==> src/rtl/clk_div_monitor.sv <==
// clk_div_monitor
//   Self-check / frequency-lock monitor for a divided clock. The divided clock
//   (mon_in) is treated as data, synchronised into the clk_in domain, and each
//   of its high and low phases is measured in clk_in cycles.
//
// Ports
//   clk_in      reference clock, all logic on its rising edge
//   rstn        asynchronous active-low reset
//   mon_in      monitored divided clock (sampled as data)
//   clr         synchronous clear of err, period_cnt and lock progress
//   high_len    last measured high-phase length  [CNT_W]
//   low_len     last measured low-phase length   [CNT_W]
//   meas_valid  one-cycle pulse when high_len/low_len update
//   period_cnt  completed periods since reset/clr (wraps)  [16]
//   locked      LOCK_CNT consecutive periods of EXP_HALF/EXP_HALF
//   err         sticky: some completed period did not match
//   stuck       no mon_in edge for TIMEOUT cycles
module clk_div_monitor #(
  parameter int CNT_W       = 8,
  parameter int EXP_HALF    = 4,
  parameter int LOCK_CNT    = 4,
  parameter int TIMEOUT     = 64,
  parameter int SYNC_STAGES = 2
) (
  input  logic             clk_in,
  input  logic             rstn,
  input  logic             mon_in,
  input  logic             clr,
  output logic [CNT_W-1:0] high_len,
  output logic [CNT_W-1:0] low_len,
  output logic             meas_valid,
  output logic [15:0]      period_cnt,
  output logic             locked,
  output logic             err,
  output logic             stuck
);

  typedef enum logic [1:0] {WAIT_RISE, MEAS_HIGH, MEAS_LOW} state_t;

  localparam logic [CNT_W-1:0] CNT_MAX    = '1;
  localparam logic [CNT_W-1:0] CNT_ONE    = CNT_W'(1);
  localparam logic [CNT_W-1:0] EXP_LEN    = CNT_W'(EXP_HALF);
  localparam logic [CNT_W-1:0] STALL_TOP  = CNT_W'(TIMEOUT);
  localparam logic [CNT_W-1:0] STALL_LAST = CNT_W'(TIMEOUT - 1);
  localparam logic [3:0]       GOOD_TOP   = 4'(LOCK_CNT);
  localparam logic [2:0]       PRIME_TOP  = 3'(SYNC_STAGES + 1);

  function automatic logic [CNT_W-1:0] sat_inc(input logic [CNT_W-1:0] v);
    return (v == CNT_MAX) ? v : v + CNT_ONE;
  endfunction

  // ---------------------------------------------------------------- synchroniser
  logic mon_s;

  generate
    if (SYNC_STAGES == 0) begin : g_direct
      assign mon_s = mon_in;
    end else begin : g_sync
      logic [SYNC_STAGES-1:0] sync_q;

      // NOTE: registers take non-blocking assignments so every flop samples the
      // pre-edge value of its neighbour; blocking here would collapse the chain.
      always_ff @(posedge clk_in or negedge rstn) begin
        if (!rstn) begin
          sync_q <= '0;
        end else begin
          sync_q[0] <= mon_in;
          for (int i = 1; i < SYNC_STAGES; i++) begin
            sync_q[i] <= sync_q[i-1];
          end
        end
      end

      assign mon_s = sync_q[SYNC_STAGES-1];
    end
  endgenerate

  // ---------------------------------------------------------------- edge detect
  // Edges stay masked until the synchroniser has flushed its reset zeros, so a
  // mon_in that is already high at reset release is not mistaken for a rise.
  logic       mon_d;
  logic [2:0] prime_cnt;
  logic       primed;
  logic       rise;
  logic       fall;

  always_ff @(posedge clk_in or negedge rstn) begin
    if (!rstn) begin
      mon_d     <= 1'b0;
      prime_cnt <= '0;
    end else begin
      mon_d <= mon_s;
      if (prime_cnt != PRIME_TOP) prime_cnt <= prime_cnt + 3'd1;
    end
  end

  assign primed = (prime_cnt == PRIME_TOP);
  assign rise   = primed &  mon_s & ~mon_d;
  assign fall   = primed & ~mon_s &  mon_d;

  // ---------------------------------------------------------------- FSM
  state_t           state;
  state_t           state_nxt;
  logic             period_done;
  logic             timeout_hit;
  logic [CNT_W-1:0] stall_cnt;

  always_ff @(posedge clk_in or negedge rstn) begin
    if (!rstn) state <= WAIT_RISE;
    else       state <= state_nxt;
  end

  // NOTE: every output of this block gets a default before any branch, so no
  // path leaves a signal unassigned and no latch is inferred.
  always_comb begin
    state_nxt   = state;
    period_done = 1'b0;
    timeout_hit = 1'b0;
    if (clr) begin
      state_nxt = WAIT_RISE;
    end else if (!(rise || fall) && stall_cnt == STALL_LAST) begin
      // An edge in the same cycle keeps this branch from firing: edge wins.
      timeout_hit = 1'b1;
      state_nxt   = WAIT_RISE;
    end else begin
      unique case (state)
        WAIT_RISE: if (rise) state_nxt = MEAS_HIGH;
        MEAS_HIGH: if (fall) state_nxt = MEAS_LOW;
        MEAS_LOW: begin
          if (rise) begin
            state_nxt   = MEAS_HIGH;
            period_done = 1'b1;
          end
        end
        default: state_nxt = WAIT_RISE;
      endcase
    end
  end

  // ---------------------------------------------------------------- datapath
  logic [CNT_W-1:0] hcnt;
  logic [CNT_W-1:0] hcnt_lat;
  logic [CNT_W-1:0] lcnt;
  logic [3:0]       good_cnt;
  logic [3:0]       good_inc;
  logic             period_good;

  assign good_inc    = (good_cnt == GOOD_TOP) ? good_cnt : good_cnt + 4'd1;
  assign period_good = (hcnt_lat == EXP_LEN) && (lcnt == EXP_LEN);

  always_ff @(posedge clk_in or negedge rstn) begin
    if (!rstn) begin
      hcnt       <= '0;
      hcnt_lat   <= '0;
      lcnt       <= '0;
      stall_cnt  <= '0;
      good_cnt   <= '0;
      high_len   <= '0;
      low_len    <= '0;
      meas_valid <= 1'b0;
      period_cnt <= '0;
      locked     <= 1'b0;
      err        <= 1'b0;
      stuck      <= 1'b0;
    end else begin
      meas_valid <= 1'b0;
      if (clr) begin
        err        <= 1'b0;
        period_cnt <= '0;
        good_cnt   <= '0;
        locked     <= 1'b0;
        stall_cnt  <= '0;
        stuck      <= 1'b0;
      end else begin
        if (rise || fall)             stall_cnt <= '0;
        else if (stall_cnt != STALL_TOP) stall_cnt <= stall_cnt + CNT_ONE;

        if (rise) stuck <= 1'b0;

        if (timeout_hit) begin
          stuck    <= 1'b1;
          locked   <= 1'b0;
          good_cnt <= '0;
        end

        unique case (state)
          WAIT_RISE: begin
            if (rise) hcnt <= CNT_ONE;
          end
          MEAS_HIGH: begin
            if (fall) begin
              hcnt_lat <= hcnt;
              lcnt     <= CNT_ONE;
            end else begin
              hcnt <= sat_inc(hcnt);
            end
          end
          MEAS_LOW: begin
            if (!rise) lcnt <= sat_inc(lcnt);
          end
          default: ;
        endcase

        if (period_done) begin
          high_len   <= hcnt_lat;
          low_len    <= lcnt;
          meas_valid <= 1'b1;
          period_cnt <= period_cnt + 16'd1;
          hcnt       <= CNT_ONE;
          if (period_good) begin
            good_cnt <= good_inc;
            locked   <= (good_inc == GOOD_TOP);
          end else begin
            good_cnt <= '0;
            locked   <= 1'b0;
            err      <= 1'b1;
          end
        end
      end
    end
  end

endmodule

==> config.mk <==
export PLATFORM = sky130hd
export DESIGN_NAME = clk_div_monitor
export DESIGN_NICKNAME = d
export VERILOG_FILES = /design/src/rtl/clk_div_monitor.sv
export SDC_FILE = /design/constraint.sdc
export NUM_CORES = 1
export LEC_CHECK = 0
export CAP_MARGIN = 15
export CORE_AREA = 2 2 87 89
export DETAILED_ROUTE_END_ITERATION = 8
export DIE_AREA = 0 0 89 91
export PLACE_DENSITY_LB_ADDON = 0.08
export SYNTH_ARGS = -nofsm -noshare
export SYNTH_HDL_FRONTEND = slang
export SYNTH_SLANG_ARGS = --single-unit
==> constraint.sdc <==
create_clock -name clk_in -period 2.4 [get_ports clk_in]
set_input_delay 0.6 -clock clk_in [delete_from_list [all_inputs] [get_ports clk_in]]
set_output_delay 0.6 -clock clk_in [all_outputs]
set_load 0.1 [all_outputs]
Word level (Yosys, flattened, before mapping)

Cells that the tools add are included.

Add/subtract/negate cells: 6
Bitwise logic cells: 7
Reduce and logical (&&, ||, !) cells: 18
Eq/ne operators: 21
Muxes and demuxes: 42

Operators with widths:

| cell                                                   | count |
|---|---|
| two-way mux 8 bit                                      | 10 |
| two-way mux 16 bit                                     | 2 |
| case mux 8 bit (2 select lines)                        | 2 |
| adder 8 x 1 -> 8 bit (second input constant)           | 3 |
| two-way mux 4 bit                                      | 5 |
| two-way mux 1 bit                                      | 18 |
| adder 16 x 1 -> 16 bit (second input constant)         | 1 |
| == test 8 x 3 -> 1 bit (second input constant)         | 2 |
| == test 8 bit (second input constant)                  | 2 |
| nonzero test 3 bit                                     | 4 |
| AND reduction 5 bit                                    | 2 |
| inequality test 3 bit (second input constant)          | 3 |
| == test 4 x 3 -> 1 bit (second input constant)         | 2 |
| == test 8 x 6 -> 1 bit (second input constant)         | 1 |
| two-way mux 2 bit                                      | 4 |
| inequality test 2 bit (second input constant)          | 4 |
| inequality test 8 x 7 -> 1 bit (second input constant) | 1 |
| AND reduction 2 bit                                    | 3 |
| adder 4 x 1 -> 4 bit (second input constant)           | 1 |
| bitwise AND 1 bit                                      | 4 |
| inequality test 4 x 1 -> 1 bit (second input constant) | 1 |
| inequality test 4 bit (second input constant)          | 1 |
| case mux 2 bit (2 select lines)                        | 1 |
| nonzero test 2 bit                                     | 2 |
| other kinds (12)                                       | 15 |

Bits in registers: 80
Bits of input ports: 4
Logic and storage cells: 110
Output and inout bits: 36

Logic depth before layout (Yosys ltp)

Gate-level depths: netlist of run 1.

Depth after elaboration: 11
Gate-level depth with buffers: 9
Depth with buffers taken out: 7

Worst setup path after synthesis of run 1

No wires, ideal clock.

Kind: reg-to-reg
Start point: register period_cnt[0]
End point: register period_cnt[15]
Setup time: 0.132 ns
Arrival time: 2.230 ns
Setup slack: 0.038 ns
Required time: 2.268 ns
Stages on the path, launching flop included: 7
Buffers on the path: 1
Clock period less this slack: 2.362 ns
Cell sequence: dfrtp_1 > nand3_1 > or4_4 > buf_6 > nor4_4 > xnor2_1 > nor2_1

Cells in the longest elaborated chain, start to end: 3

Ends and longest elaborated chain:

| item                   | RTL line | source |
|---|---|---|
| from (decl)            | 32       | `output logic [15:0] period_cnt,` |
| from (signal assigned) | 208      | `period_cnt <= period_cnt + 16'd1;` |
| adder 16 x 1 -> 16 bit | 208      |  |
| two-way mux 16 bit     | 204      | `if (period_done) begin` |
| two-way mux 16 bit     | 167      | `if (clr) begin` |

Every way passes these cells. The select of a mux whose other input is x is not followed.
A chain may end at the register's enable or synchronous reset.

Worst setup path after layout of run 1

Start point: register prime_cnt[0]
End point: register hcnt[7]

Cells in the longest elaborated chain, start to end: 10
Elaborated cells on any way between the ends: 18
Classes of those cells: eq/ne: 4; mux: 5; bitwise: 4; reduce/logical: 5

Ends and longest elaborated chain:

| item                                                                                | RTL line | source |
|---|---|---|
| from (decl)                                                                         | 82       | `logic [2:0] prime_cnt;` |
| from (signal assigned)                                                              | 93       | `if (prime_cnt != PRIME_TOP) prime_cnt <= prime_cnt + 3'd1;` |
| == test 3 x 2 -> 1 bit *                                                            | 97       | `assign primed = (prime_cnt == PRIME_TOP);` |
| bitwise AND 1 bit, on equally long branches (2 in series)                           | 98, 99   |  |
| logical OR 1 bit                                                                    | 121      | `end else if (!(rise \|\| fall) && stall_cnt == STALL_LAST) begin` |
| logical NOT 1 bit                                                                   | 121      |  |
| logical AND 1 bit                                                                   | 121      |  |
| two-way mux 1 bit                                                                   | 121      |  |
| two-way mux 1 bit                                                                   | 119      | `if (clr) begin` |
| inequality test 3 bit (no source line) / nonzero test 3 bit (equally long branches) | --       |  |
| AND reduction 5 bit (no source line)                                                | --       |  |
| to (signal assigned)                                                                | 195      | `hcnt <= sat_inc(hcnt);` |
| to (decl)                                                                           | 141      | `logic [CNT_W-1:0] hcnt;` |

Mark *: on every way between the ends. The rest lies on a longest branch, timed or not.

==> results.toml, run 1 <==
[critical_path]
critPathMaxFanout = 7
cp_data_arrival_time_ns = 2.34
start_kind = "flip-flop"
crit_required_ns = 2.67
end_kind = "flip-flop"
crit_type = "flip-flop to flip-flop"

[global_route]
grt_pass1_wl_mm = 12.99
global_route.overflow_total = 0
grt_pass1_vias = 2769
track_usage_pct = 20.36
grt_max_degree = 46
antenna_found_initial = 0

[sta]
period_needed_ns = 2.070
whs_ns = 0.2025
fin_ws_ns = 0.3296
drv_slew = 0
tightest_slew_ns = 0.4676
rsz0062_at_grt = "false"
setup_tns_ns = 0
hold_viol_final = 0
maxSlewHeadroom_pct = 68.83
setup_viol = 0
finalCritPeriodShare_pct = 86.27
fmax_ghz = 0.4830
clock_skew_ns = 0.008499

[logic_synthesis]
seq_area_frac_synth_pct = 51.86
yosys.area_share.xor_xnor_pct = 5.900
yosys.area_share.adder_pct = 3.241
yosysTopAreaCell = "dfrtp_1"
synth_area_leaders = "dfrtp_1 52%, nand2_1 7.9%, xnor2_1 3.9%"
ys_ff_latch = 80
avgSynthCellArea_um2 = 9.674
synth_compound_area_share_pct = 10.21
synthCells = 399
synth_common_cells = "81 x nand2_1, 80 x dfrtp_1, 36 x nor2_1"
yosys_warnings = 0
syn-num-nets = 413
synth_top_family_by_area = "simple AND/OR/NAND/NOR gates"
synth_cell_types = 51
synth_ff_type = "dfrtp_1"
synthMuxAreaShare_pct = 0.8428
synth-edff-count = 0
yosys.area_share.simple_pct = 24.47
synth_most_common_cell = "nand2_1"
synth_area_mm2 = 0.003860
synth_top_area_share_pct = 51.86
synthArstFlopShare_pct = 100.0

[min_path]
hp-class = "input pin to async pin"

[finish]
fillers = 643
num-nets-final = 466
synthToLayoutAreaGrowth_pct = 19.16
final_core_util_pct = 64.45
antenna_cells = 0
final_layout_size_suffix_gt1_share_pct = 17.54
final-instance-count-excl-fill = 555

[placement]
hpwl_mm = 5.341
routabilityCongestion = 0.8197
place_ws_ns = 0.02967
dp.cells = 540
io_buffers = 39

[outcome]
status = "finished clean"

[cts]
root_buffer = "clkbuf_8"
tritoncts = "done"
cts.sinks = 80
htree_levels = 3
clk_pin_slew_ns = 0.08
cts_buffers = 9
clkLatencyLatePin_ns = 0.34
cts_hold_buf = 0
clock_path_buffers = 2
cts_setup_buffers = 0
cts-resized-gates = 0

[drt]
drt_iter0_markers = 168
viasPerCell = 5.263
antenna_left = 0
route.detailed.drc = 0
finalWirelength_mm = 7.397
first_pass_iters = 4
wire_per_inst_um = 13.33
vias = 2921

[floorplan]
start_util_pct = 54.08
rows = 31
fp.dieW_um = 89
dieHeight_um = 91
core_mm2 = 0.007137
die_area_mm2 = 0.008099
io_pins = 40

[run]
cap_violations = 0

[power]
power.density_mw_per_mm2 = 636.4
ir_drop_mv = 0.3599
leakagePower_uw = 0.002172
-- sequential cells by signal, indices dropped and copies added (netlist names), 2 cells and up --
name / flops
g_sync.sync_q: 2
state: 2
hcnt_lat: 8
good_cnt: 4
low_len: 8
lcnt: 8
period_cnt: 16
prime_cnt: 3
stall_cnt: 8
high_len: 8
hcnt: 8
-- cell usage in the layout (no fill, tap or decap), drive strengths merged, types with 3 or more instances in the layout --
| cell | n |
|---|---|
| a211oi | 5 |
| a21o | 5 |
| a21oi | 15 |
| a22o | 4 |
| and3 | 7 |
| buf | 54 |
| bufinv | 3 |
| clkbuf | 12 |
| dfrtp | 80 |
| ha | 10 |
| inv | 17 |
| nand2 | 81 |
| nand2b | 5 |
| nand3 | 24 |
| nand4 | 6 |
| nor2 | 36 |
| nor3 | 12 |
| nor4b | 4 |
| o21ai | 16 |
| o31ai | 3 |
| or3 | 3 |
| or4 | 3 |
| xnor2 | 17 |
| xor2 | 9 |
-- logic make-up (layout without fill, tap and decap cells) --
| family | count (synthesis) | count (layout) |
|---|---|---|
| adders and majority gates | 10 | 10 |
| muxes | 3 | 3 |
| buffers and inverters | 31 | 88 |
| DFF | 80 | 80 |
| xor gates and xnor gates | 26 | 26 |
| AOI/OAI and AO/OA | 56 | 56 |
| and+or+nand+nor | 193 | 193 |
-- worst max-delay path, stage by stage, from the launching register on --
cell and delay, ns:
dfrtp_1 0.36, ha_1 0.15, ha_1 0.27, nand3b_1 0.11
a21o_1 0.21, a21o_1 0.23, or4_1 0.51, a21oi_1 0.15
-- stage by stage --
step | power [uW] | instance area (um^2)
3_5_place_dp | 1785 | 4364
5_1_grt | 3056 | 4599
6_report | 2927 | 4599
2_1_floorplan | 1673 | 3860
3_3_place_gp | 1780 | 4364
4_1_cts | 2958 | 4599
-- power breakdown --
part	switching [uW]	leakage, uW	total, uW	internal (uW)
combinational	189	0.000971	286	97.2
clock	454	0.000117	1170	715
sequential	69.1	0.00108	1470	1400
total	712	0.00217	2930	2220
-- per-layer routing --
metal	vias to the layer above	GRT usage (%)	share of wire, %
met2	40	29.79	47
met4	0	7.960	1.9
met3	12	3.000	2.8
met1	1399	30.45	49
li1	1470	-	-
met5	-	0	0
-- worst paths after layout --
check	from	to	slack, ns	cells after the start
max	prime_cnt[0]	hcnt[7]	0.33	7
min reg2reg	g_sync.sync_q[0]	g_sync.sync_q[1]	0.36	0
max reg2reg	prime_cnt[0]	hcnt[7]	0.33	7
max in group asynchronous	rstn	state[0]	1.59	2
min	rstn	meas_valid	0.20	1
min in group clk_in	g_sync.sync_q[0]	g_sync.sync_q[1]	0.36	0
-- cell type report --
type	instances	area, um^2	share of cell area (%)
tap	99	123.9	2.693
sequential	80	2002	43.53
timing repair buffer	56	450.4	9.793
inverter	17	63.81	1.387
clock inverter	3	90.09	1.959
clock buffer	12	145.1	3.156
multi-input combinational	288	1724	37.49
No activity file was read; power rests on OpenSTA's default activity.
==> inputs of run 2 (changes only) <==
CORE_AREA = 2 2 90 92   (was 2 2 87 89)
DIE_AREA = 0 0 92 94   (was 0 0 89 91)
RECOVER_POWER = 25   (was default)
clock period = 1.8 ns   (was 2.4 ns; I/O delays follow)
==> run 2 against run 1 <==
The run now ends with setup timing left. Clock-buffer cell count unchanged. Core utilization rose by 7.5 points. Cell count rose by 5.4%. Clock skew grew 0.0027 ns. Global-route usage up 1.4 points. Critical endpoint is now period_cnt[7]. Largest power group unchanged. Highest routed layer unchanged.
==> results.toml, run 2 (synthesis gave the netlist of run 1 again) <==
[min_path]
hp-class = "flip-flop to flip-flop"
min_path_cells = 0

[power]
p_switching_uw = 1020
ir_drop_mv = 0.4767
p_clk_share_pct = 38.9
leakagePower_uw = 0.002448
pwr-share-comb_pct = 12.7
seqPwrFrac_pct = 48.4
intPower_uw = 3034
power.density_mw_per_mm2 = 740.5
switching_share_pct = 25.17

[run]
cap_violations = 0

[finish]
final-instance-count-excl-fill = 585
final_common_cell = "nand2_1"
fillers = 550
antenna_cells = 0
largest_reg_flops = 16
synthToLayoutAreaGrowth_pct = 41.85
final_layout_size_suffix_gt1_share_pct = 31.47
num-nets-final = 493
fin_area_mm2 = 0.005475
top_register = "period_cnt"
layout_common_cells = "78 x nand2_1, 66 x dfrtp_1, 38 x buf_12"

[floorplan]
io_pins = 40
die_area_mm2 = 0.008648
core_mm2 = 0.007607
start_util_pct = 50.74
fp.dieW_um = 92
rows = 32
dieHeight_um = 94

[cts]
tritoncts = "done"
cts.sinks = 80
htree_levels = 3
clk_pin_slew_ns = 0.08
clock_path_buffers = 2
root_buffer = "clkbuf_8"
clkLatencyLatePin_ns = 0.35
cts_buffers = 9

[critical_path]
crit_type = "flip-flop to flip-flop"
cp_data_arrival_time_ns = 2.20
r2r_cells = 6
start_kind = "flip-flop"
cp_num_cells = 6
end_kind = "flip-flop"
path_cells = "ha_2 -> ha_4 -> nand4b_1 -> or4_4 -> or3_1 -> a21oi_1"
cp_top_family = "simple AND/OR/NAND/NOR gates"
slowest_stage = "or4_4"
worst-path-buf-inv = 0
cpPeakStageDelay_ns = 0.52
critPathMaxFanout = 8
crit_required_ns = 2.08

[sta]
clock_skew_ns = 0.01118
tightest_slew_ns = 0.5469
maxSlewHeadroom_pct = 63.54
fmax_ghz = 0.5200
rsz0062_at_grt = "true"
period_needed_ns = 1.923
finalCritPeriodShare_pct = 106.8
drv_slew = 0
setup_viol = 24
fin_ws_ns = -0.1230
hold_viol_final = 0

[drt]
route.detailed.drc = 0
viasPerCell = 5.335
vias = 3121
finalWirelength_mm = 8.495
first_pass_iters = 4
antenna_left = 0
wire_per_inst_um = 14.52
drt_iter0_markers = 147

[placement]
routabilityCongestion = 0.8422
dp.cells = 563
hpwl_mm = 6.172
place_area_mm2 = 0.005041
io_buffers = 39

[outcome]
failed_checks = "setup timing"
status = "complete, but fails checks"

[global_route]
antenna_found_initial = 0
grt_max_degree = 38
global_route.overflow_total = 0
grt_pass1_vias = 3198
track_usage_pct = 21.75
grt_pass1_wl_mm = 14.92
[run 2: path summary, 6_finish.rpt]
check,slack [ns],endpoint,from
max reg2reg,-0.12,period_cnt[7],prime_cnt[0]
max in group asynchronous,0.17,period_cnt[1],rstn
min in group asynchronous,0.61,meas_valid,rstn
min,0.35,g_sync.sync_q[1],g_sync.sync_q[0]
min reg2reg,0.35,g_sync.sync_q[1],g_sync.sync_q[0]
max,-0.12,period_cnt[7],prime_cnt[0]
[run 2: repair_timing]
item                                    4_1_cts  5_1_grt
hold buffers                                  1        0
endpoints found under the setup margin       41       42
resized for setup                            12       30
pin swaps                                    10       13
buffers inserted                              1        5
endpoints found under the hold margin        20        0
[run 2: power by group through the flow]
stage	clock network, uW	logic (uW)	registers, uW
finish	1580	515	1960
floorplan	0	187	2050
detailed placement	0	468	1990
global route	1680	565	1970
CTS	1610	478	1960
global placement	0	456	1990
[run 2: cell type report]
cell class / count / area (um^2) / area share [%]
flip-flops and latches: 80 / 2039 / 37.25
multi-input cells: 288 / 1883 / 34.39
clock buffers: 12 / 145.1 / 2.651
repair buffers: 83 / 1126 / 20.57
clock inverters: 3 / 90.09 / 1.645
inverters: 17 / 63.81 / 1.165
well taps: 102 / 127.6 / 2.331
[run 2: routing by layer]
layer | wire [um] | share of wire [%] | vias up | track usage [%]
met5 | 0 | 0 | - | 0
met4 | 75 | 0.88 | 0 | 5.348
met3 | 268 | 3.2 | 8 | 4.896
met2 | 4368 | 51 | 43 | 36.70
met1 | 3783 | 45 | 1554 | 28.71
li1 | - | - | 1516 | -
[run 2: stage by stage]
stage,util (%),power (uW),TNS (ns),hold WS (ns),worst slack (ns)
3_3_place_gp,66.27,2446,-11.06,0.3401,-0.3132
5_1_grt,71.97,4223,-5.154,0.3729,-0.2186
4_1_cts,70.20,4045,-0.7636,0.3512,-0.1199
6_report,71.97,4054,-1.171,0.3517,-0.1230
3_5_place_dp,66.27,2462,-13.41,0.3347,-0.3973
2_1_floorplan,-,2234,-0.7191,0.1544,-0.1600
[run 2: worst register-to-register path, cell delays in order, from the launching register on]
cell and delay (ns):
dfrtp_1 0.36, ha_2 0.19, ha_4 0.18, nand4b_1 0.11, or4_4 0.52, or3_1 0.37, a21oi_1 0.12
==> inputs of run 3 (changes only) <==
PLACE_DENSITY = 0.75   (was default)
PLACE_DENSITY_LB_ADDON = default   (was 0.08)
==> run 3 against run 2 <==
The run still ends with setup timing left. Combinational power barely moved. Hold slack improved by 0.0077 ns. Design area did not move. Setup slack improved by 0.011 ns. Cell count fell by 0.17%. Critical endpoint is now lcnt[3]. Largest power group unchanged.
==> results.toml, run 3 (synthesis gave the netlist of run 1 again) <==
[placement]
hpwl_mm = 5.950
routabilityCongestion = 0.8557
io_buffers = 39

[sta]
whs_ns = 0.3594
period_needed_ns = 1.912
hold_viol_final = 0
tightest_slew_ns = 1.468
rsz0062_at_grt = "true"
finalCritPeriodShare_pct = 106.2
fmax_ghz = 0.5231
maxSlewHeadroom_pct = 2.148
setup_viol = 38
clock_skew_ns = 0.01156
fin_ws_ns = -0.1116
drv_slew = 0

[finish]
final_common_cell = "nand2_1"
num-nets-final = 491
fillers = 514
layout_common_cells = "80 x nand2_1, 65 x dfrtp_1, 38 x buf_12"
top_register = "period_cnt"
antenna_cells = 0
largest_reg_flops = 16
final_layout_size_suffix_gt1_share_pct = 30.91
synthToLayoutAreaGrowth_pct = 41.85

[cts]
cts_buffers = 9
clkLatencyLatePin_ns = 0.35
clock_path_buffers = 2
cts_hold_buf = 0
cts.sinks = 80
clk_pin_slew_ns = 0.07
tritoncts = "done"
htree_levels = 3
root_buffer = "clkbuf_8"

[power]
leakagePower_uw = 0.002419
power.density_mw_per_mm2 = 742.3
pwr-share-comb_pct = 12.7
p_clk_share_pct = 38.8
seqPwrFrac_pct = 48.5
ir_drop_mv = 0.5799
total_power_uw = 4064
intPower_uw = 3045
switching_share_pct = 25.09
p_switching_uw = 1020

[critical_path]
cp_data_arrival_time_ns = 2.19
reg2reg_to = "lcnt[3]"
cp_top_family = "simple AND/OR/NAND/NOR gates"
cp_num_cells = 8
crit_type = "flip-flop to flip-flop"
end_kind = "flip-flop"
path_cells = "ha_4 -> ha_4 -> and3b_2 -> buf_12 -> a211oi_4 -> nand4_1 -> xor2_1 -> nor2_1"
crit_top_cell = "ha_4"
rrSetupSlack_ns = -0.11
cpPeakStageDelay_ns = 0.41
crit_end = "lcnt[3]"
reg2reg_from = "prime_cnt[1]"
slowest_stage = "dfrtp_1"
start_kind = "flip-flop"
r2r_cells = 8
critPathLaunch = "prime_cnt[1]"
worst-path-buf-inv = 1
critPathMaxFanout = 7
crit_required_ns = 2.08

[drt]
vias = 3186
viasPerCell = 5.455
finalWirelength_mm = 8.885
first_pass_iters = 4
antenna_left = 0
wire_per_inst_um = 15.21
route.detailed.drc = 0
drt_iter0_markers = 125

[outcome]
status = "complete, but fails checks"
failed_checks = "setup timing"

[floorplan]
io_pins = 40
fp.dieW_um = 92
core_mm2 = 0.007607
rows = 32
start_util_pct = 50.74
die_area_mm2 = 0.008648
dieHeight_um = 94

[global_route]
grt_max_degree = 40
track_usage_pct = 21.68
grt_pass1_wl_mm = 14.93
grt_pass1_vias = 3309
global_route.overflow_total = 0
antenna_found_initial = 0

[run]
cap_violations = 0

[min_path]
hp-class = "flip-flop to flip-flop"
[run 3: cell types whose count changed in the layout (fill, tap and decap cells not counted), sizes merged]
cell	previous run	this run
dlygate4sd3	2	1
[run 3: per-layer routing]
layer	track usage [%]	share of wire, %	vias to the layer above
met3	6.100	3.1	22
met5	0	0	-
met1	25.84	42	1591
met2	37.87	53	60
li1	-	-	1513
met4	7.463	2.0	0
[run 3: worst min-delay path by stage]
stage,endpoint,slack [ns],start,cells after the start
floorplan,err,0.15,rstn,0
global placement,g_sync.sync_q[1],0.33,g_sync.sync_q[0],0
detailed placement,g_sync.sync_q[1],0.35,g_sync.sync_q[0],0
CTS,state[0],0.01,rstn,1
global route,g_sync.sync_q[1],0.37,g_sync.sync_q[0],0
finish,g_sync.sync_q[1],0.36,g_sync.sync_q[0],0
[run 3: cell type report]
class	count	area [um^2]	area share (%)
multi-input combinational	288	1907	34.83
timing repair buffer	81	1097	20.04
sequential	80	2041	37.27
clock buffer	13	148.9	2.719
inverter	17	63.81	1.165
clock inverter	3	90.09	1.645
tap	102	127.6	2.331
[run 3: metrics by stage]
step	util, %	setup slack (ns)	instances	instance area, um^2	TNS [ns]
6_report	71.97	-0.1116	584	5475	-1.649
5_1_grt	71.97	-0.2650	584	5475	-5.911
4_1_cts	69.93	-0.1146	579	5320	-1.006
3_5_place_dp	65.97	-0.3410	560	5019	-11.52
3_3_place_gp	65.97	-0.2958	560	5019	-9.964
2_1_floorplan	-	-0.1600	399	3935	-0.7191
[run 3: power by group through the flow]
stage	logic [uW]	clock network (uW)	registers [uW]
after floorplan	187	0	2050
after global routing	555	1680	1990
final	514	1580	1970
after global placement	443	0	2000
after CTS	481	1600	1970
after detailed placement	456	0	2000
[run 3: worst register-to-register path, cell delays in order (launching register included)]
cell,delay (ns)
dfrtp_1,0.41
ha_4,0.18
ha_4,0.17
and3b_2,0.22
buf_12,0.13
a211oi_4,0.29
nand4_1,0.15
xor2_1,0.19
nor2_1,0.10
[run 3: what timing repair did]
action                     CTS  global route
setup endpoints to repair   29            50
gates cloned                 0             1
setup buffers                3             4
resized for setup           11            28
pin swaps                    6            14
